==> src/rtl/morse_symbol_sequencer.sv <==
// Morse key timer: classifies presses as dot/dash and walks the symbol tree.
// Define MORSE_STUCK_KEY_EN to force the error state on an over-long press.
module morse_symbol_sequencer #(
    parameter int CNT_W     = 16,
    parameter int MIN_PRESS = 2,
    parameter int DOT_MAX   = 4,
    parameter int CHAR_GAP  = 6,
    parameter int WORD_GAP  = 14
`ifdef MORSE_STUCK_KEY_EN
    ,
    parameter int STUCK_MAX = 64
`endif
) (
    input  logic       clk,
    input  logic       reset,
    input  logic       key,
    output logic [5:0] cur_state,
    input  logic [5:0] dot_next,
    input  logic [5:0] dash_next,
    output logic       char_valid,
    output logic [5:0] char_code,
    output logic       char_err,
    output logic       word_space,
    output logic       busy
);

    localparam logic [5:0] ERR_STATE = 6'b101000;
    localparam logic [CNT_W-1:0] MIN_C  = CNT_W'(MIN_PRESS);
    localparam logic [CNT_W-1:0] DOT_C  = CNT_W'(DOT_MAX);
    localparam logic [CNT_W-1:0] CHAR_C = CNT_W'(CHAR_GAP - 1);
    localparam logic [CNT_W-1:0] WORD_C = CNT_W'(WORD_GAP - CHAR_GAP - 1);
    localparam logic [CNT_W-1:0] ONE_C  = CNT_W'(1);

    typedef enum logic [1:0] {
        IDLE,
        PRESS,
        GAP,
        WORD_WAIT
    } state_t;

    state_t           state;
    state_t           state_nx;
    logic             key_meta;
    logic             key_s;
    logic [CNT_W-1:0] cnt;
    logic [5:0]       tree_nx;
    logic             emit;
    logic             space;
    logic             classify;
    logic             stuck_hit;

`ifdef MORSE_STUCK_KEY_EN
    localparam logic [CNT_W-1:0] STUCK_C = CNT_W'(STUCK_MAX);
    logic stuck;

    // Once stuck, the eventual release is not classified again.
    assign classify  = !stuck;
    assign stuck_hit = (state == PRESS) && key_s && !stuck && (cnt == STUCK_C);

    always_ff @(posedge clk or posedge reset) begin
        if (reset) begin
            stuck <= 1'b0;
        end else if (state_nx != PRESS) begin
            stuck <= 1'b0;
        end else if (stuck_hit) begin
            stuck <= 1'b1;
        end
    end
`else
    assign classify  = 1'b1;
    assign stuck_hit = 1'b0;
`endif

    always_ff @(posedge clk or posedge reset) begin
        if (reset) begin
            key_meta <= 1'b0;
            key_s    <= 1'b0;
        end else begin
            key_meta <= key;
            key_s    <= key_meta;
        end
    end

    // Counter restarts on every state change and saturates at all-ones.
    always_ff @(posedge clk or posedge reset) begin
        if (reset) begin
            state <= IDLE;
            cnt   <= '0;
        end else begin
            state <= state_nx;
            if (state_nx != state) begin
                cnt <= '0;
            end else if (cnt != '1) begin
                cnt <= cnt + ONE_C;
            end
        end
    end

    always_ff @(posedge clk or posedge reset) begin
        if (reset) begin
            cur_state  <= '0;
            char_valid <= 1'b0;
            char_code  <= '0;
            char_err   <= 1'b0;
            word_space <= 1'b0;
        end else begin
            cur_state  <= tree_nx;
            char_valid <= emit;
            word_space <= space;
            if (emit) begin
                char_code <= cur_state;
                char_err  <= (cur_state == ERR_STATE);
            end
        end
    end

    always_comb begin
        state_nx = state;
        tree_nx  = cur_state;
        emit     = 1'b0;
        space    = 1'b0;
        unique case (state)
            IDLE: begin
                if (key_s) begin
                    state_nx = PRESS;
                end
            end
            PRESS: begin
                if (!key_s) begin
                    state_nx = GAP;
                    if (classify) begin
                        if (cnt < MIN_C) begin
                            if (cur_state == 6'd0) begin
                                state_nx = IDLE;
                            end
                        end else if (cnt < DOT_C) begin
                            tree_nx = dot_next;
                        end else begin
                            tree_nx = dash_next;
                        end
                    end
                end else if (stuck_hit) begin
                    tree_nx = ERR_STATE;
                end
            end
            GAP: begin
                if (key_s) begin
                    state_nx = PRESS;
                end else if (cnt == CHAR_C) begin
                    emit     = 1'b1;
                    tree_nx  = '0;
                    state_nx = WORD_WAIT;
                end
            end
            WORD_WAIT: begin
                if (key_s) begin
                    state_nx = PRESS;
                end else if (cnt == WORD_C) begin
                    space    = 1'b1;
                    state_nx = IDLE;
                end
            end
            default: begin
                state_nx = IDLE;
            end
        endcase
    end

    assign busy = (state != IDLE);

endmodule

==> config.mk <==
export PLATFORM = sky130hd
export DESIGN_NAME = morse_symbol_sequencer
export DESIGN_NICKNAME = d
export VERILOG_FILES = /design/src/rtl/morse_symbol_sequencer.sv
export SDC_FILE = /design/constraint.sdc
export NUM_CORES = 1
export LEC_CHECK = 0
export ABC_AREA = 1
export BUFFER_PORTS_ARGS = -buffer_cell sky130_fd_sc_hd__clkbuf_2
export CORE_MARGIN = 10
export CORE_UTILIZATION = 55
export CTS_BUF_LIST = sky130_fd_sc_hd__clkbuf_8
export DETAILED_ROUTE_END_ITERATION = 8
export PLACE_DENSITY = 0.81
export SYNTH_ARGS = -nofsm -noshare
export SYNTH_HDL_FRONTEND = slang
export SYNTH_SLANG_ARGS = --single-unit
==> constraint.sdc <==
create_clock -name clk -period 2.7 [get_ports clk]
set_input_delay 0.135 -clock clk [delete_from_list [all_inputs] [get_ports clk]]
set_output_delay 0.135 -clock clk [all_outputs]
set_load 0.01 [all_outputs]
==> impl_metrics.json <==
{
  "outcome": "completed",
  "synth.largest_area_cell": "sky130_fd_sc_hd__dfrtp_1",
  "flop2flop_setup_slack_ns": 0.73,
  "design.portCount": 31,
  "grt_overflow_total": 0,
  "cp-end-kind": "register",
  "postCtsSetupRepairBufs": 0,
  "netSwitchingFraction_pct": 39.70,
  "wire_length_of_the_first_global_routing_pass_um": 6762,
  "synthArstFlopShare_pct": 100.0,
  "intPower_w": 0.001036,
  "post-synth-top-count-cell": "sky130_fd_sc_hd__nand2_1",
  "die_area_mm2": 0.006586,
  "report.final.hold_viol_count": 0,
  "clk_transition_reported_paths_ns": 0.07,
  "post_synth_main_area_contributors": "sky130_fd_sc_hd__dfrtp_1, sky130_fd_sc_hd__nand2_1, sky130_fd_sc_hd__nor2_4",
  "timing.critical_path.arrival_ns": 2.17,
  "synth_area_mm2": 0.002057,
  "achievable-frequency_mhz": 508.7,
  "effective_utilization_at_floorplan_pct": 56.61,
  "synth-main-ff-cell": "sky130_fd_sc_hd__dfrtp_1",
  "clkPwrFrac_pct": 23.9,
  "hold-path-endpoint": "cur_state[1]",
  "floorplan.die.height_um": 81.16,
  "htreeDepth": 2,
  "ctsRootBufferMaster": "sky130_fd_sc_hd__clkbuf_8",
  "share_comb_of_total_power_pct": 36.1,
  "cts_buffer_depth": 2,
  "fin_tns_setup_ns": 0,
  "placed_cells": 325,
  "max_cap_viol_count": 0,
  "crit_start_category": "register",
  "design.final.nets": 303,
  "transition_time_of_the_tightest_slew_check_pin_ns": 0.6959,
  "cts-buffers-inserted": 5,
  "synth.ff_latch_count": 35,
  "netSwitchingPower_w": 0.0006822,
  "insertion_delay_ns": 0.29,
  "regToRegEndpoint": "cur_state[5]",
  "post_synth_num_cell_types": 29,
  "firstDrtPassIters": 5,
  "timing.clock.skew_ns": 0.006055,
  "grt_usage_pct": 12.99,
  "drtAntennaViolNets": 0,
  "post_dp_cell_area_mm2": 0.002231,
  "initialDrtViolationCount": 75,
  "max_slew_margin_pct": 53.61,
  "post_route_cells_drive_above_1_share_pct": 26.48,
  "grt_start_max_net_pins": 36,
  "grt_setup_unrepaired": "false",
  "clock_sink_count": 35,
  "power_leakage_nw": 1.119,
  "min_path_type": "input port to register",
  "tcrit_tclk_final_pct": 72.81,
  "synth.cells.most_frequent": "sky130_fd_sc_hd__nand2_1, sky130_fd_sc_hd__dfrtp_1, sky130_fd_sc_hd__inv_1",
  "timing.rr.start": "cnt[1]",
  "irDropWorstVdd_mv": 0.7166,
  "post_synth_net_total": 267,
  "routed_via_density": 4.884,
  "design_area_mm2": 0.002351,
  "cp_data_required_time_ns": 2.90,
  "tritoncts_clock_tree": "yes",
  "syn2layout_area_growth_pct": 14.29,
  "design.core.area_mm2": 0.003633,
  "via_count_of_the_first_global_routing_pass": 1579,
  "antenna_violations_before_repair": 0,
  "final_cell_count_no_fill": 335,
  "post_syn_instances": 250,
  "finalMaxSlewViolations": 0,
  "routed-via-count": 1636,
  "place_hpwl_um": 3094,
  "n_antenna_cell": 0,
  "synthesis.area_per_instance_um2": 8.228,
  "fp-row-count": 22,
  "finalWeightedCongestion": 0.8233,
  "pwr-share-seq_pct": 40.0,
  "reg2reg_depth": 10,
  "post-synth-top-area-fraction_pct": 42.58,
  "die_w_um": 81.16,
  "hold_start": "dash_next[1]",
  "period_minus_slack_ns": 1.966,
  "type_of_the_worst_setup_path": "register to register",
  "i_o_buffers": 30,
  "worst_hold_path.num_cells": 5,
  "critical_path.max_fanout": 12,
  "wirelength_um": 4107,
  "yosys_warnings": 0,
  "wl_per_cell_um": 12.26,
  "power_per_cell_area_mw_per_mm2": 730.9,
  "drcViolationCount": 0,
  "fillerInstances": 321,
  "synth-edff-count": 0,
  "synth-seq-area-share_pct": 42.58,
  "report.final.setup_viol": 0
}
[cells in the final DEF, fill, tap and decap left out, drive strengths merged]
master,netlist,routed
inv,34,35
xnor2,5,5
xor2,5,5
nand4,6,6
nand3,23,23
nand2,58,58
a21oi,9,9
dlygate4sd3,0,2
clkbuf,0,37
dfrtp,35,35
o21ai,16,16
nor3,3,3
buf,4,1
ha,2,2
nor2,49,49
a21o,1,1
[metal layers]
layer / track usage (%) / vias up / share of wire, %
li1: - / 857 / -
met1: 15.30 / 752 / 44
met2: 21.42 / 22 / 50
met3: 4.084 / 5 / 4.4
met4: 5.536 / 0 / 1.6
met5: 0 / - / 0
[cell families (layout without fill, tap and decap cells)]
logic type | count (synthesis) | count (layout) | synth area share, %
flip-flops | 35 | 35 | 42.58
adder cells (fa/ha/maj) | 2 | 2 | 1.216
XOR/XNOR | 10 | 10 | 4.258
buffers and inverters | 38 | 75 | 8.333
AND/OR/NAND/NOR | 139 | 139 | 36.44
AO/OA/AOI/OAI | 26 | 26 | 7.178
[stage by stage]
stage | utilization, % | setup WS, ns | hold slack [ns] | total power [W]
floorplan | - | 1.046 | 0.1664 | 0.001214
global placement | 61.40 | 0.7313 | 0.2325 | 0.001309
detailed placement | 61.40 | 0.7345 | 0.2419 | 0.001330
CTS | 64.70 | 0.7099 | 0.1967 | 0.001747
global route | 64.70 | 0.4640 | 0.2210 | 0.001838
finish | 64.70 | 0.7341 | 0.2052 | 0.001718
[worst max-delay path: stages, from the launching register on]
cell and delay [ns]:
sky130_fd_sc_hd__dfrtp_1 0.43, sky130_fd_sc_hd__inv_1 0.10, sky130_fd_sc_hd__ha_1 0.14, sky130_fd_sc_hd__nand3_1 0.07
sky130_fd_sc_hd__nor2_1 0.09, sky130_fd_sc_hd__nand2_1 0.06, sky130_fd_sc_hd__nor2_2 0.13, sky130_fd_sc_hd__inv_2 0.05
sky130_fd_sc_hd__a21oi_1 0.57, sky130_fd_sc_hd__nand2_1 0.11, sky130_fd_sc_hd__o21ai_1 0.12
[flip-flops by register name (all words and copies together) (netlist names)]
name	cells
cnt	16
char_valid	1
key_s	1
char_code	6
char_err	1
word_space	1
key_meta	1
cur_state	6
state	2
[what timing repair did]
item	4_1_cts	5_1_grt
hold endpoints to repair	36	0
gates resized for setup	0	0
hold buffers	2	0
endpoints found under the setup margin	0	0
[power groups by stage]
stage	Combinational [W]	Clock (W)	Sequential [W]
detailed placement	0.000631	0	0.000699
global placement	0.000617	0	0.000693
finish	0.000621	0.000410	0.000687
floorplan	0.000505	0	0.000710
CTS	0.000634	0.000424	0.000689
global route	0.000695	0.000443	0.000700
[worst max path at each step]
stage	start	to	slack, ns
finish	cnt[1]	cur_state[5]	0.73
global placement	cnt[1]	cur_state[2]	0.73
global route	cnt[1]	cur_state[5]	0.46
detailed placement	cnt[1]	cur_state[5]	0.73
floorplan	cnt[1]	cnt[15]	1.05
CTS	cnt[1]	cur_state[5]	0.71
[area by class of cell]
class	instances	area, um^2	share of cell area [%]
Clock inverter	1	3.754	0.1597
Inverter	34	127.6	5.428
Timing Repair Buffer	33	177.7	7.557
Tap cell	48	60.06	2.555
Multi-Input combinational cell	177	1010	42.95
Sequential cell	35	875.8	37.25
Clock buffer	7	96.34	4.098
Note: power is estimated with default switching activity, not from simulation.
